==> config.mk <==
export PLATFORM = sky130hd
export DESIGN_NAME = sb_transaction_rx
export DESIGN_NICKNAME = d
export VERILOG_FILES = /design/src/rtl/sb_pkg.sv /design/src/rtl/sb_symbol_deser.sv /design/src/rtl/sb_transaction_rx.sv
export SDC_FILE = /design/constraint.sdc
export NUM_CORES = 1
export LEC_CHECK = 0
export ABC_CLOCK_PERIOD_IN_PS = 2600
export CORE_MARGIN = 2
export CORE_UTILIZATION = 40
export DETAILED_ROUTE_END_ITERATION = 10
export DONT_BUFFER_PORTS = 1
export SYNTH_ARGS = -nofsm -noshare
export SYNTH_HDL_FRONTEND = slang
export SYNTH_SLANG_ARGS = --single-unit
==> constraint.sdc <==
create_clock -name sb_clk -period 2.6 [get_ports sb_clk]
set_input_delay 0.52 -clock sb_clk [delete_from_list [all_inputs] [get_ports sb_clk]]
set_output_delay 0.52 -clock sb_clk [all_outputs]
set_load 0.005 [all_outputs]
==> src/rtl/sb_pkg.sv <==
// Package: sb_pkg
// Shared constants, state encodings and the CRC helper for the USB4
// sideband receive path (sb_transaction_rx and sb_symbol_deser).
//   DLE / STX_CMD / STX_RSP / ETX : sideband framing symbols
//   sb_rx_state_e                 : transaction parser states
//   sb_deser_state_e              : symbol deserialiser states
//   crc16_8005                    : one-byte CRC-16 update (poly 0x8005, MSB first)
package sb_pkg;

  localparam logic [7:0] DLE     = 8'hFE;
  localparam logic [7:0] STX_CMD = 8'h05;
  localparam logic [7:0] STX_RSP = 8'h04;
  localparam logic [7:0] ETX     = 8'h40;

  typedef enum logic [2:0] {
    ST_IDLE    = 3'd0,
    ST_GOT_DLE = 3'd1,
    ST_LT_CMP  = 3'd2,
    ST_AT_BODY = 3'd3,
    ST_AT_DLE  = 3'd4
  } sb_rx_state_e;

  typedef enum logic [1:0] {
    DS_IDLE      = 2'd0,
    DS_DATA      = 2'd1,
    DS_WAIT_HIGH = 2'd2
  } sb_deser_state_e;

  // Bit-serial update: each data bit (MSB first) is folded into the CRC MSB.
  function automatic logic [15:0] crc16_8005(input logic [15:0] crc, input logic [7:0] data);
    logic [15:0] c;
    c = crc;
    for (int i = 7; i >= 0; i--) begin
      if (c[15] ^ data[i]) begin
        c = {c[14:0], 1'b0} ^ 16'h8005;
      end else begin
        c = {c[14:0], 1'b0};
      end
    end
    return c;
  endfunction

endpackage

==> src/rtl/sb_symbol_deser.sv <==
// Module: sb_symbol_deser
// Synchronises sbrx and deserialises 10-bit sideband symbols
// (start=0, d0..d7 LSB first, stop=1), one bit per sb_clk cycle.
// Ports:
//   sb_clk, rst (sync, active high), enable (0 = held idle, partial symbol dropped)
//   sbrx       serial input, idle high
//   sym_valid  1-cycle pulse the cycle after a good stop bit was sampled
//   sym_data   received byte, valid with sym_valid
//   frame_err  1-cycle pulse when the stop bit was sampled 0
module sb_symbol_deser
  import sb_pkg::*;
#(
  parameter int SYNC_STG = 2
) (
  input  logic       sb_clk,
  input  logic       rst,
  input  logic       enable,
  input  logic       sbrx,
  output logic       sym_valid,
  output logic [7:0] sym_data,
  output logic       frame_err
);

  logic [SYNC_STG-1:0] sync_r;
  logic                rx_s;
  sb_deser_state_e     state_r, state_nxt;
  logic [3:0]          cnt_r, cnt_nxt;
  logic [7:0]          shift_r, shift_nxt;
  logic [7:0]          data_r, data_nxt;
  logic                valid_r, valid_nxt;
  logic                ferr_r, ferr_nxt;

  assign rx_s      = sync_r[SYNC_STG-1];
  assign sym_valid = valid_r;
  assign sym_data  = data_r;
  assign frame_err = ferr_r;

  // Input synchroniser; resets to the idle-high line level.
  always_ff @(posedge sb_clk) begin
    if (rst) begin
      sync_r <= {SYNC_STG{1'b1}};
    end else begin
      sync_r <= {sync_r[SYNC_STG-2:0], sbrx};
    end
  end

  // Next-state logic: the start bit is consumed in DS_IDLE (count 0),
  // data bits at counts 1..8, stop bit at count 9.
  always_comb begin
    state_nxt = state_r;
    cnt_nxt   = cnt_r;
    shift_nxt = shift_r;
    data_nxt  = data_r;
    valid_nxt = 1'b0;
    ferr_nxt  = 1'b0;
    case (state_r)
      DS_IDLE: begin
        if (!rx_s) begin
          state_nxt = DS_DATA;
          cnt_nxt   = 4'd1;
        end else begin
          state_nxt = DS_IDLE;
        end
      end
      DS_DATA: begin
        if (cnt_r == 4'd9) begin
          cnt_nxt = 4'd0;
          if (rx_s) begin
            valid_nxt = 1'b1;
            data_nxt  = shift_r;
            state_nxt = DS_IDLE;
          end else begin
            // Bad stop: wait for the line to return high before re-arming.
            ferr_nxt  = 1'b1;
            state_nxt = DS_WAIT_HIGH;
          end
        end else begin
          shift_nxt = {rx_s, shift_r[7:1]};
          cnt_nxt   = cnt_r + 4'd1;
        end
      end
      DS_WAIT_HIGH: begin
        if (rx_s) begin
          state_nxt = DS_IDLE;
        end else begin
          state_nxt = DS_WAIT_HIGH;
        end
      end
      default: begin
        state_nxt = DS_IDLE;
        cnt_nxt   = 4'd0;
      end
    endcase
  end

  // Deserialiser registers; disable drops any partial symbol.
  always_ff @(posedge sb_clk) begin
    if (rst) begin
      state_r <= DS_IDLE;
      cnt_r   <= 4'd0;
      shift_r <= 8'h00;
      data_r  <= 8'h00;
      valid_r <= 1'b0;
      ferr_r  <= 1'b0;
    end else if (!enable) begin
      state_r <= DS_IDLE;
      cnt_r   <= 4'd0;
      shift_r <= 8'h00;
      valid_r <= 1'b0;
      ferr_r  <= 1'b0;
    end else begin
      state_r <= state_nxt;
      cnt_r   <= cnt_nxt;
      shift_r <= shift_nxt;
      data_r  <= data_nxt;
      valid_r <= valid_nxt;
      ferr_r  <= ferr_nxt;
    end
  end

endmodule

==> src/rtl/sb_transaction_rx.sv <==
// Module: sb_transaction_rx
// USB4 sideband receive path: deserialises sbrx and parses LT and AT
// transactions for the lane-init FSM.
// Optional feature macro: SB_RX_CRC_CHECK_EN (defined = AT CRC-16 checked
// and crc_err driven; undefined = no CRC logic, crc_err tied 0).
// Ports:
//   sb_clk, rst (sync, active high), enable (0 = parser/deser forced idle)
//   sbrx                       serial sideband input, idle high
//   lt_valid / lt_lse          LT received pulse / its LSE byte (held)
//   at_valid / at_is_rsp       AT complete pulse / STX was STX_RSP (held)
//   at_len / at_payload        AT payload byte count and bytes, byte i at [8i+7:8i]
//   crc_err                    pulse with at_valid on CRC mismatch
//   frame_err / proto_err      stop-bit error / illegal sequence or overflow pulses
//   busy                       parser not idle
module sb_transaction_rx
  import sb_pkg::*;
#(
  parameter int MAX_BYTES = 16,
  parameter int SYNC_STG  = 2
) (
  input  logic                           sb_clk,
  input  logic                           rst,
  input  logic                           sbrx,
  input  logic                           enable,
  output logic                           lt_valid,
  output logic [7:0]                     lt_lse,
  output logic                           at_valid,
  output logic                           at_is_rsp,
  output logic [$clog2(MAX_BYTES+1)-1:0] at_len,
  output logic [8*MAX_BYTES-1:0]         at_payload,
  output logic                           crc_err,
  output logic                           frame_err,
  output logic                           proto_err,
  output logic                           busy
);

  localparam int LEN_W = $clog2(MAX_BYTES + 1);
  localparam int RCV_W = $clog2(MAX_BYTES + 3);

  logic       sym_valid_s;
  logic [7:0] sym_data_s;
  logic       frame_err_s;

  sb_symbol_deser #(.SYNC_STG(SYNC_STG)) u_deser (
    .sb_clk    (sb_clk),
    .rst       (rst),
    .enable    (enable),
    .sbrx      (sbrx),
    .sym_valid (sym_valid_s),
    .sym_data  (sym_data_s),
    .frame_err (frame_err_s)
  );

  sb_rx_state_e           state_r, state_nxt;
  logic [7:0]             lse_r, lse_nxt;
  logic                   is_rsp_r, is_rsp_nxt;
  // Two-byte delay line holds back the trailing CRC bytes from the buffer.
  logic [7:0]             dl0_r, dl0_nxt, dl1_r, dl1_nxt;
  logic [1:0]             dl_cnt_r, dl_cnt_nxt;
  logic [RCV_W-1:0]       rcv_cnt_r, rcv_cnt_nxt;
  logic [8*MAX_BYTES-1:0] buf_r, buf_nxt;
  logic [LEN_W-1:0]       buf_cnt_r, buf_cnt_nxt;
  logic                   append_s;
  logic [7:0]             append_byte_s;
  logic                   lt_valid_r, lt_valid_nxt;
  logic [7:0]             lt_lse_r, lt_lse_nxt;
  logic                   at_valid_r, at_valid_nxt;
  logic                   at_is_rsp_r, at_is_rsp_nxt;
  logic [LEN_W-1:0]       at_len_r, at_len_nxt;
  logic [8*MAX_BYTES-1:0] at_payload_r, at_payload_nxt;
  logic                   proto_err_r, proto_err_nxt;
  logic                   busy_r;
`ifdef SB_RX_CRC_CHECK_EN
  logic [15:0]            crc_r, crc_nxt;
  logic                   crc_err_r, crc_err_nxt;
`endif

  assign lt_valid   = lt_valid_r;
  assign lt_lse     = lt_lse_r;
  assign at_valid   = at_valid_r;
  assign at_is_rsp  = at_is_rsp_r;
  assign at_len     = at_len_r;
  assign at_payload = at_payload_r;
  assign frame_err  = frame_err_s;
  assign proto_err  = proto_err_r;
  assign busy       = busy_r;
`ifdef SB_RX_CRC_CHECK_EN
  assign crc_err    = crc_err_r;
`else
  assign crc_err    = 1'b0;
`endif

  // Parser next-state, delay line, buffer and CRC update on each symbol.
  always_comb begin
    state_nxt      = state_r;
    lse_nxt        = lse_r;
    is_rsp_nxt     = is_rsp_r;
    dl0_nxt        = dl0_r;
    dl1_nxt        = dl1_r;
    dl_cnt_nxt     = dl_cnt_r;
    rcv_cnt_nxt    = rcv_cnt_r;
    buf_nxt        = buf_r;
    buf_cnt_nxt    = buf_cnt_r;
    append_s       = 1'b0;
    append_byte_s  = 8'h00;
    lt_valid_nxt   = 1'b0;
    lt_lse_nxt     = lt_lse_r;
    at_valid_nxt   = 1'b0;
    at_is_rsp_nxt  = at_is_rsp_r;
    at_len_nxt     = at_len_r;
    at_payload_nxt = at_payload_r;
    proto_err_nxt  = 1'b0;
`ifdef SB_RX_CRC_CHECK_EN
    crc_nxt        = crc_r;
    crc_err_nxt    = 1'b0;
`endif

    if (frame_err_s) begin
      state_nxt = ST_IDLE;
    end else if (sym_valid_s) begin
      case (state_r)
        ST_IDLE: begin
          if (sym_data_s == DLE) begin
            state_nxt = ST_GOT_DLE;
          end else begin
            state_nxt = ST_IDLE;
          end
        end
        ST_GOT_DLE: begin
          if (sym_data_s == STX_CMD || sym_data_s == STX_RSP) begin
            state_nxt   = ST_AT_BODY;
            is_rsp_nxt  = (sym_data_s == STX_RSP);
            buf_nxt     = '0;
            buf_cnt_nxt = '0;
            dl_cnt_nxt  = 2'd0;
            rcv_cnt_nxt = '0;
`ifdef SB_RX_CRC_CHECK_EN
            crc_nxt     = crc16_8005(16'hFFFF, sym_data_s);
`endif
          end else if (sym_data_s == DLE) begin
            state_nxt = ST_GOT_DLE;
          end else begin
            lse_nxt   = sym_data_s;
            state_nxt = ST_LT_CMP;
          end
        end
        ST_LT_CMP: begin
          state_nxt = ST_IDLE;
          if (sym_data_s == ~lse_r) begin
            lt_valid_nxt = 1'b1;
            lt_lse_nxt   = lse_r;
          end else begin
            proto_err_nxt = 1'b1;
          end
        end
        ST_AT_BODY: begin
          if (sym_data_s == DLE) begin
            state_nxt = ST_AT_DLE;
          end else begin
            append_s      = 1'b1;
            append_byte_s = sym_data_s;
          end
        end
        ST_AT_DLE: begin
          if (sym_data_s == DLE) begin
            state_nxt     = ST_AT_BODY;
            append_s      = 1'b1;
            append_byte_s = DLE;
          end else if (sym_data_s == ETX) begin
            state_nxt = ST_IDLE;
            if (rcv_cnt_r < RCV_W'(2)) begin
              proto_err_nxt = 1'b1;
            end else begin
              at_valid_nxt   = 1'b1;
              at_is_rsp_nxt  = is_rsp_r;
              at_len_nxt     = buf_cnt_r;
              at_payload_nxt = buf_r;
`ifdef SB_RX_CRC_CHECK_EN
              // crc_lo arrived first, so it sits in the older slot.
              crc_err_nxt    = (crc_r != {dl0_r, dl1_r});
`endif
            end
          end else begin
            proto_err_nxt = 1'b1;
            state_nxt     = ST_IDLE;
          end
        end
        default: begin
          state_nxt = ST_IDLE;
        end
      endcase
    end else begin
      state_nxt = state_r;
    end

    if (append_s) begin
      if (rcv_cnt_r == RCV_W'(MAX_BYTES + 2)) begin
        proto_err_nxt = 1'b1;
        state_nxt     = ST_IDLE;
      end else begin
        if (dl_cnt_r == 2'd2) begin
          // Oldest byte leaves the delay line: it is payload, not CRC.
          for (int i = 0; i < MAX_BYTES; i++) begin
            if (LEN_W'(i) == buf_cnt_r) begin
              buf_nxt[8*i +: 8] = dl1_r;
            end else begin
              buf_nxt[8*i +: 8] = buf_r[8*i +: 8];
            end
          end
          buf_cnt_nxt = buf_cnt_r + LEN_W'(1);
`ifdef SB_RX_CRC_CHECK_EN
          crc_nxt     = crc16_8005(crc_r, dl1_r);
`endif
        end else begin
          dl_cnt_nxt = dl_cnt_r + 2'd1;
        end
        dl1_nxt     = dl0_r;
        dl0_nxt     = append_byte_s;
        rcv_cnt_nxt = rcv_cnt_r + RCV_W'(1);
      end
    end else begin
      append_byte_s = 8'h00;
    end
  end

  // Parser registers and registered outputs; disable idles without error pulses.
  always_ff @(posedge sb_clk) begin
    if (rst) begin
      state_r      <= ST_IDLE;
      lse_r        <= 8'h00;
      is_rsp_r     <= 1'b0;
      dl0_r        <= 8'h00;
      dl1_r        <= 8'h00;
      dl_cnt_r     <= 2'd0;
      rcv_cnt_r    <= '0;
      buf_r        <= '0;
      buf_cnt_r    <= '0;
      lt_valid_r   <= 1'b0;
      lt_lse_r     <= 8'h00;
      at_valid_r   <= 1'b0;
      at_is_rsp_r  <= 1'b0;
      at_len_r     <= '0;
      at_payload_r <= '0;
      proto_err_r  <= 1'b0;
      busy_r       <= 1'b0;
    end else if (!enable) begin
      state_r     <= ST_IDLE;
      lt_valid_r  <= 1'b0;
      at_valid_r  <= 1'b0;
      proto_err_r <= 1'b0;
      busy_r      <= 1'b0;
    end else begin
      state_r      <= state_nxt;
      lse_r        <= lse_nxt;
      is_rsp_r     <= is_rsp_nxt;
      dl0_r        <= dl0_nxt;
      dl1_r        <= dl1_nxt;
      dl_cnt_r     <= dl_cnt_nxt;
      rcv_cnt_r    <= rcv_cnt_nxt;
      buf_r        <= buf_nxt;
      buf_cnt_r    <= buf_cnt_nxt;
      lt_valid_r   <= lt_valid_nxt;
      lt_lse_r     <= lt_lse_nxt;
      at_valid_r   <= at_valid_nxt;
      at_is_rsp_r  <= at_is_rsp_nxt;
      at_len_r     <= at_len_nxt;
      at_payload_r <= at_payload_nxt;
      proto_err_r  <= proto_err_nxt;
      busy_r       <= (state_nxt != ST_IDLE);
    end
  end

`ifdef SB_RX_CRC_CHECK_EN
  // CRC accumulator and mismatch pulse.
  always_ff @(posedge sb_clk) begin
    if (rst) begin
      crc_r     <= 16'hFFFF;
      crc_err_r <= 1'b0;
    end else if (!enable) begin
      crc_err_r <= 1'b0;
    end else begin
      crc_r     <= crc_nxt;
      crc_err_r <= crc_err_nxt;
    end
  end
`endif

endmodule

==> results.cfg, run 1 <==
[timing]
slew_headroom_pct = 52.96
slew_viol_final = 0
maxClockFrequency_mhz = 427.4
worst_slew_pin_slew_ns = 0.7009
rsz0062_at_grt = no
finalCritPeriodShare_pct = 89.99
fin_worst_skew_ns = 0.02023
report.final.setup_viol = 0
fin_crit_ns = 2.340
tns_ns = 0
hold_viol = 0
fin_hold_ws_ns = 0.09894

[synthesis]
synthesis.area_um2 = 12400
syn_inst = 1338
post-synth-top-area-cell = dfxtp_1
ys_types = 56
post-synth-top-area-fraction_pct = 54.91
synth_nets = 1355
ys.warnings.count = 0
ys_top_cells_by_count = dfxtp_1, nand2_1, a21oi_1
ys.flop_type = dfxtp_1
yosysMostFrequentCell = dfxtp_1
ys_seq_area_share_pct = 54.91
synth_edf_count = 0
ys_ff_latch = 340
syn_avg_cell_area_um2 = 9.264
yosys-top-cells-area = dfxtp_1, nand2_1, o2bb2ai_1
async_reset_ff_share_pct = 0

[clocking]
ctsLongestPathBuffers = 3
clkLatencyLatePin_ns = 0.52
cts.sinks = 340
path_clk_slew_ns = 0.06
cts_made_buffers = 38
h-tree-depth = 2
cts_tree = done
cts-root-buf = clkbuf_16

[floorplan]
dieHeight_um = 180.0
die_w_um = 180.0
fp.dieArea_um2 = 32410
start_util_pct = 40.52
core_area_um2 = 30590
io_pins = 152
rows = 64

[pwr]
ir_worst_vdd_mv = 0.4698
clockPowerShare_pct = 49.7
p_sw_share_pct = 20.23
internal_power_mw = 8.409
leakagePower_nw = 4.732
switchingPower_mw = 2.133
combPwrFrac_pct = 0.8
seq_power_share_pct = 49.5
p_per_area_nw_per_um2 = 753.1

[flow_run]
cap_violations = 0

[finish]
final_util_pct = 45.76
syn2layout_area_growth_pct = 12.93
drive_gt1_share_pct = 7.881
nFillCells = 2955
fin_cells = 1741
design_area_um2 = 14000
nets = 1340
num_antenna_cells = 0

[global_routing]
overflow = 0
grt_pass1_wl_um = 50810
grt_max_degree = 191
grt_pass1_vias = 9145
antenna_found_initial = 0
track_usage_pct = 19.04

[critical_path]
max_stage_delay_ns = 0.50
cp_max_fo = 22
critPathBufInv = 1
r2r_slack_ns = 0.26
worstPathCellList = nor3b_1, nand4_1, buf_4, a2111oi_0, o21ai_1, o2bb2ai_1
worst_setup_path_start_kind = flip-flop
critPathSlowestCell = dfxtp_1
crit_arrival_ns = 2.74
worstPathRequired_ns = 3.00
crit_family = compound AO/OA/AOI/OAI gates
critPathKind = flip-flop to flip-flop
end_kind = flip-flop

[route]
drt_first_pass_iters = 5
routed_wirelength_um = 31710
drt_iter0_markers = 620
final_antenna_net_count = 0
via_count = 9357
drcViolationCount = 0
wire_per_inst_um = 18.22
vias_per_cell = 5.374

[outcome]
outcome = completed

[placed_design]
place_area_um2 = 12770
dp_hpwl_um = 20390
io_buffers = 0
place_inst = 1679
place.gp.congestion = 0.8231

[min_path]
hp-class = primary input to flip-flop
==> worst register-to-register path, stage by stage (launching register included) <==
cell       delay (ns)
dfxtp_1          0.50
nor3b_1          0.33
nand4_1          0.13
buf_4            0.25
a2111oi_0        0.48
o21ai_1          0.33
o2bb2ai_1        0.23
==> layout by cell type (no fill, tap or decap), drive strengths merged, types with 2 or more instances in the layout <==
master and instances:
mux2i 39, nand3 15, clkbuf 52, bufinv 3
or4 5, nor2b 5, nand2 330, nand2b 6
and2 11, nand4b 3, nor3b 4, inv 16
and3 3, xor2 8, a2111oi 14, a22o 34
o21ai 30, o2bb2ai 97, ha 13, a21oi 160
nor2 64, or2 4, nor3 10, dfxtp 340
clkinv 4, nor4 5, nand4 9, a31oi 2
nand3b 2, o31ai 2, a211o 3, buf 33
==> stage by stage <==
step           setup slack [ns]  total power, mW
5_1_grt                 0.01606            10.87
6_report                 0.2602            10.54
3_3_place_gp             0.3042            5.414
3_5_place_dp             0.2157            5.416
4_1_cts                  0.2102            10.64
2_1_floorplan            0.5966            5.428
==> flip-flops by register name, summed over array words and instances, names as in the netlist, 2 cells and up <==
name              cells
state_r               3
buf_cnt_r             5
lt_lse                8
u_deser.sync_r        2
rcv_cnt_r             5
u_deser.cnt_r         4
u_deser.sym_data      8
u_deser.state_r       2
u_deser.shift_r       8
at_len                5
dl_cnt_r              2
lse_r                 8
buf_r               128
dl1_r                 8
dl0_r                 8
at_payload          128
==> metal layers <==
layer | track usage, % | up-vias | part of all wire [%]
li1 | - | 4641 | -
met1 | 26.88 | 4419 | 48
met2 | 29.03 | 238 | 44
met3 | 4.487 | 59 | 5.9
met4 | 5.613 | 0 | 2.6
met5 | 0 | - | 0
==> final timing paths <==
path	start	to	cells past startpoint
max	state_r[2]	buf_r[77]	6
min reg2reg	u_deser.sync_r[0]	u_deser.sync_r[1]	1
min	rst	at_len[1]	1
max reg2reg	state_r[2]	buf_r[77]	6
==> what timing repair did <==
item / 4_1_cts / 5_1_grt
endpoints found under the setup margin: 0 / 9
resized for setup: 0 / 3
hold buffers: 0 / 0
setup buffers: 0 / 0
==> layout make-up <==
cell class	count	area, um2	area share (%)
well taps	396	495.5	3.540
multi-input cells	896	5114	36.53
clock inverters	10	146.4	1.046
flip-flops and latches	340	6807	48.62
inverters	14	52.55	0.3754
repair buffers	33	310.3	2.217
clock buffers	52	1074	7.669
==> power groups by stage <==
stage | sequential, mW | combinational, mW | clock [mW]
after global routing | 5.21 | 0.0975 | 5.56
after global placement | 5.33 | 0.0850 | 0
after CTS | 5.21 | 0.0867 | 5.34
after floorplan | 5.33 | 0.0999 | 0
after detailed placement | 5.33 | 0.0870 | 0
final | 5.21 | 0.0875 | 5.24
==> logic make-up (layout without fill, tap and decap cells) <==
| logic type | after synthesis | count (layout) | share of synthesized area (%) |
|---|---|---|---|
| buf+inv | 102 | 109 | 4.017 |
| flops | 340 | 340 | 54.91 |
| fa+ha+maj | 13 | 13 | 1.312 |
| simple gates | 481 | 481 | 16.53 |
| other cells | 1 | 1 | 0.03025 |
| compound gates | 353 | 353 | 19.39 |
| xor+xnor | 8 | 8 | 0.5653 |
| mux | 40 | 40 | 3.240 |
Note: power is estimated with default switching activity, not from simulation.
==> inputs of run 2 (changes only) <==
--- a/config.mk
+++ b/config.mk
@@ -5,11 +5,11 @@
 export SDC_FILE = /design/constraint.sdc
 export NUM_CORES = 1
 export LEC_CHECK = 0
-export ABC_CLOCK_PERIOD_IN_PS = 2600
 export CORE_MARGIN = 2
 export CORE_UTILIZATION = 40
 export DETAILED_ROUTE_END_ITERATION = 10
 export DONT_BUFFER_PORTS = 1
 export SYNTH_ARGS = -nofsm -noshare
 export SYNTH_HDL_FRONTEND = slang
+export SYNTH_HIERARCHICAL = 1
 export SYNTH_SLANG_ARGS = --single-unit
==> results.cfg, run 2 <==
[critical_path]
critPathKind = flip-flop to flip-flop
end_kind = flip-flop
crit_arrival_ns = 2.90
critPathSlowestCell = or4b_1
worst_setup_path_start_kind = flip-flop
path_common_cell = buf_4
crit_family = compound AO/OA/AOI/OAI gates
cp_max_fo = 20
critPathBufInv = 3
worstPathRequired_ns = 3.00
worstPathCellList = buf_4, nand4_1, or4b_1, buf_4, a2111oi_0, o21ai_1, buf_4, a22o_1
r2r_slack_ns = 0.10
max_stage_delay_ns = 0.52

[pwr]
ir_worst_vdd_mv = 0.4496
seq_power_share_pct = 49.2
switchingPower_mw = 2.123
leakagePower_nw = 4.946
combPwrFrac_pct = 1.0
p_per_area_nw_per_um2 = 724.7
p_sw_share_pct = 20.03
internal_power_mw = 8.476
clockPowerShare_pct = 49.8

[global_routing]
grt.busiest_layer = met2
gr-usage-met2_pct = 30.93
antenna_found_initial = 0
grt_max_degree = 201
grt_util_met3_pct = 4.143
grt_pass1_vias = 8938
overflow = 0
grt_use_met1_pct = 24.98
grt_pass1_wl_um = 50230
track_usage_pct = 18.82

[placed_design]
place_inst = 1707
place_ws_ns = 0.02140
place.gp.congestion = 0.8156
dp_hpwl_um = 20620
io_buffers = 0

[route]
final_antenna_net_count = 0
drt_first_pass_iters = 5
routed_wirelength_um = 31360
via_count = 9409
vias_per_cell = 5.304
drt_iter0_markers = 638
drcViolationCount = 0
wire_per_inst_um = 17.68

[floorplan]
fp.dieArea_um2 = 32520
io_pins = 152
dieHeight_um = 180.3
core_area_um2 = 30590
rows = 64
die_w_um = 180.3
start_util_pct = 40.66

[timing]
slew_headroom_pct = 54.39
worst_slew_pin_slew_ns = 0.6796
maxClockFrequency_mhz = 400.2
fin_worst_skew_ns = 0.01095
report.final.setup_viol = 0
slew_viol_final = 0
setup_ws_ns = 0.1014
hold_viol = 0
finalCritPeriodShare_pct = 96.10
fin_crit_ns = 2.499

[clocking]
clkLatencyLatePin_ns = 0.51
path_clk_slew_ns = 0.06
h-tree-depth = 2
cts_tree = done
cts_made_buffers = 37
ctsLongestPathBuffers = 3
cts-root-buf = clkbuf_16
cts.sinks = 340

[synthesis]
async_reset_ff_share_pct = 0
muxShareOfSynthArea_pct = 3.300
ys_seq_area_share_pct = 54.73
syn_inst = 1333
yosys-top-cells-area = dfxtp_1, nand2_1, a21oi_1
synth_top_family_by_area = compound AO/OA/AOI/OAI gates
syn_avg_cell_area_um2 = 9.330
ys.warnings.count = 6
synthXorXnorAreaFrac_pct = 0.6338
ys_ff_latch = 340
synth_edf_count = 0
post-synth-top-area-cell = dfxtp_1
post-synth-top-area-fraction_pct = 54.73
yosysMostFrequentCell = dfxtp_1
ys.flop_type = dfxtp_1
synthAdderAreaFrac_pct = 1.308
synthesis.area_um2 = 12440
ys_top_cells_by_count = dfxtp_1, nand2_1, a21oi_1
synth-simple-area-share_pct = 17.51
ys_types = 59
synth_compound_area_share_pct = 19.03
synth_nets = 1350

[finish]
final_util_pct = 47.81
nets = 1369
final_common_cell = dfxtp_1
num_antenna_cells = 0
drive_gt1_share_pct = 11.25
syn2layout_area_growth_pct = 17.60
nFillCells = 2917
final_cell_mix = dfxtp_1, nand2_1, a21oi_1
fin_cells = 1774

[outcome]
outcome = completed

[flow_run]
cap_violations = 0

[min_path]
hp-class = primary input to flip-flop
[run 2: kinds of logic after synthesis]
| family | count (synthesis) |
|---|---|
| fa+ha+maj | 13 |
| compound gates | 352 |
| xor+xnor | 9 |
| other cells | 1 |
| buf+inv | 105 |
| flops | 340 |
| simple gates | 472 |
| mux | 41 |
[run 2: worst register-to-register path, delay by kind of cell (launching register included)]
| family | cells | cell delay, ns |
|---|---|---|
| AOI/OAI and AO/OA | 3 | 0.85 |
| and+or+nand+nor | 2 | 0.67 |
| buffers and inverters | 3 | 0.56 |
| DFF | 1 | 0.32 |
[run 2: cell type report]
cell class / instances / area, um2 / share of cell area [%]
Clock buffer: 53 / 1056 / 7.220
Clock inverter: 12 / 173.9 / 1.189
Inverter: 13 / 48.80 / 0.3336
Multi-Input combinational cell: 888 / 5244 / 35.85
Sequential cell: 340 / 6808 / 46.55
Tap cell: 396 / 495.5 / 3.388
Timing Repair Buffer: 72 / 799.5 / 5.467
[run 2: power by group through the flow]
stage	combinational (mW)	sequential (mW)	clock, mW
floorplan	0.104	5.33	0
global placement	0.102	5.33	0
detailed placement	0.102	5.33	0
CTS	0.103	5.21	5.42
global route	0.115	5.21	5.64
finish	0.106	5.21	5.28
[run 2: per-stage QoR]
step	power (mW)	hold slack, ns	setup TNS [ns]	area, um2
CTS	10.74	0.07478	0	14550
detailed placement	5.431	0.4004	0	13320
floorplan	5.433	0.3832	0	12440
global placement	5.430	0.3932	0	13320
finish	10.60	0.1057	0	14630
global route	10.97	0.07758	-0.05631	14630
[run 2: what timing repair did]
| action | CTS | global route |
|---|---|---|
| resized for setup | 1 | 16 |
| hold buffers | 0 | 0 |
| setup endpoints to repair | 1 | 84 |
| setup buffers | 0 | 1 |
| gates cloned | 0 | 1 |
| pin swaps | 0 | 2 |
[run 2: path summary, 6_finish.rpt]
| check | cells after the start | from | endpoint |
|---|---|---|---|
| setup reg to reg | 8 | u_deser/sym_data[3] | buf_r[87] |
| hold reg to reg | 1 | u_deser/sync_r[0] | u_deser/sync_r[1] |
| setup / recovery | 8 | u_deser/sym_data[3] | buf_r[87] |
| hold / removal | 1 | rst | lse_r[5] |
[run 2: metal layers]
layer	vias up	share of wire, %
li1	4701	-
met5	-	0
met2	200	47
met1	4463	46
met3	45	5.3
met4	0	2.0
==> inputs of run 3 (changes only) <==
--- a/config.mk
+++ b/config.mk
@@ -5,10 +5,10 @@
 export SDC_FILE = /design/constraint.sdc
 export NUM_CORES = 1
 export LEC_CHECK = 0
-export CORE_MARGIN = 2
 export CORE_UTILIZATION = 40
 export DETAILED_ROUTE_END_ITERATION = 10
 export DONT_BUFFER_PORTS = 1
+export SLEW_MARGIN = 30
 export SYNTH_ARGS = -nofsm -noshare
 export SYNTH_HDL_FRONTEND = slang
 export SYNTH_HIERARCHICAL = 1
==> constraint.sdc (replaced) <==
create_clock -name sb_clk -period 2.8 [get_ports sb_clk]
set_input_delay 0.56 -clock sb_clk [delete_from_list [all_inputs] [get_ports sb_clk]]
set_output_delay 0.56 -clock sb_clk [all_outputs]
set_load 0.005 [all_outputs]
==> results.cfg, run 3 (same netlist as run 2, synthesis figures left out) <==
[clocking]
h-tree-depth = 2
cts.sinks = 340
path_clk_slew_ns = 0.06
cts_tree = done
clkLatencyLatePin_ns = 0.52
cts_resized = 0
postCtsSetupBuffers = 0
cts_made_buffers = 37
ctsLongestPathBuffers = 3
cts_hold_buf = 0
cts-root-buf = clkbuf_16

[critical_path]
crit-reg2reg-launch = state_r[0]
worstPathRequired_ns = 3.21
cp_max_fo = 20
worst_setup_path_start_kind = flip-flop
reg2regPathDepth = 6
crit_family = compound AO/OA/AOI/OAI gates
timing.rr.end = buf_r[43]
critPathSlowestCell = a2111oi_0
max_stage_delay_ns = 0.59
critPathBufInv = 1
end_kind = flip-flop
r2r_slack_ns = 0.1
crit_arrival_ns = 3.11
critPathKind = flip-flop to flip-flop
worstPathCellList = nor3b_1, or4b_1, buf_4, a2111oi_0, o21ai_1, a22o_1

[route]
drcViolationCount = 0
via_count = 9231
wire_per_inst_um = 17.81
routed_wirelength_um = 30930
drt_first_pass_iters = 4
drt_iter0_markers = 587
vias_per_cell = 5.317
final_antenna_net_count = 0

[placed_design]
place_area_um2 = 12910
io_buffers = 0
place.gp.congestion = 0.7835
dp_hpwl_um = 20160

[timing]
slew_viol_final = 0
report.final.setup_viol = 0
fin_crit_ns = 2.702
hold_viol = 0
fin_hold_ws_ns = 0.1422
worst_slew_pin_slew_ns = 0.6859
rsz0062_at_grt = yes
finalCritPeriodShare_pct = 96.50
fin_worst_skew_ns = 0.01715
maxClockFrequency_mhz = 370.1
slew_headroom_pct = 53.97

[finish]
nFillCells = 2915
drive_gt1_share_pct = 8.731
multiInputGateArea_um2 = 5213
syn2layout_area_growth_pct = 13.75
final_cell_mix = dfxtp_1, nand2_1, a21oi_1
final_util_pct = 46.25
final_common_cell = dfxtp_1
num_antenna_cells = 0
design_area_um2 = 14150
nets = 1334
ff_latch_area_um2 = 6807

[global_routing]
antenna_found_initial = 0
grt_pass1_wl_um = 47940
track_usage_pct = 18.95
overflow = 0
grt_max_degree = 201
grt_pass1_vias = 8698

[min_path]
whs_endpoint = lse_r[5]
hold_path_depth = 1
hp-class = primary input to flip-flop
holdCritStartpoint = rst

[floorplan]
die_w_um = 178.3
core_area_um2 = 30590
io_pins = 152
start_util_pct = 40.66
fp.dieArea_um2 = 31800
rows = 64
dieHeight_um = 178.3

[pwr]
combPwrFrac_pct = 0.8
p_per_area_nw_per_um2 = 693.3
switchingPower_mw = 1.967
leakagePower_nw = 4.747
p_sw_share_pct = 20.05
ir_worst_vdd_mv = 0.4471
clockPowerShare_pct = 49.8
internal_power_mw = 7.842
seq_power_share_pct = 49.4

[outcome]
outcome = completed

[flow_run]
cap_violations = 0
[run 3: cell count changes in the layout (fill, tap and decap cells not counted), sizes merged]
cell / before / now
bufinv: 4 / 3
clkinv: 5 / 7
buf: 71 / 37
clkbuf: 54 / 50
clkinvlp: 1 / 0
[run 3: power groups by stage]
stage	Sequential [mW]	Combinational, mW	Clock (mW)
floorplan	4.95	0.0968	0
global placement	4.95	0.0786	0
detailed placement	4.95	0.0793	0
CTS	4.84	0.0793	5.00
global route	4.84	0.0883	5.19
finish	4.84	0.0805	4.89
[run 3: how the worst max path moves through the flow]
stage	depth (start not counted)	from	endpoint
floorplan	8	u_deser/sym_data[7]	at_payload[63]
global placement	6	state_r[0]	buf_r[51]
detailed placement	6	state_r[0]	buf_r[43]
CTS	6	state_r[0]	buf_r[43]
global route	6	u_deser/sym_data[2]	buf_r[43]
finish	6	state_r[0]	buf_r[43]
[run 3: area by class of cell]
type,count,area share [%]
Sequential cell,340,48.11
Multi-Input combinational cell,888,36.84
Clock buffer,50,7.668
Tap cell,396,3.502
Timing Repair Buffer,37,2.494
Clock inverter,12,1.035
Inverter,13,0.3449
[run 3: worst reg2reg max path: stages, from the launching register on]
cell and delay, ns:
dfxtp_1 0.36, nor3b_1 0.34, or4b_1 0.47, buf_4 0.22, a2111oi_0 0.59, o21ai_1 0.31, a22o_1 0.31
[run 3: through the flow]
| stage | setup TNS [ns] | worst slack, ns | cells | power [mW] |
|---|---|---|---|---|
| after floorplan | 0 | 0.2128 | 1333 | 5.044 |
| after global placement | 0 | 0.05309 | 1674 | 5.027 |
| after detailed placement | 0 | 0.1374 | 1674 | 5.028 |
| after CTS | 0 | 0.1309 | 1736 | 9.919 |
| after global routing | -0.6525 | -0.05673 | 1736 | 10.11 |
| final | 0 | 0.09813 | 1736 | 9.809 |
[run 3: per-layer routing]
metal / part of all wire (%) / global-route usage (%)
met4: 3.0 / 7.592
met2: 47 / 31.20
met3: 5.1 / 3.943
met1: 45 / 24.09
met5: 0 / 0
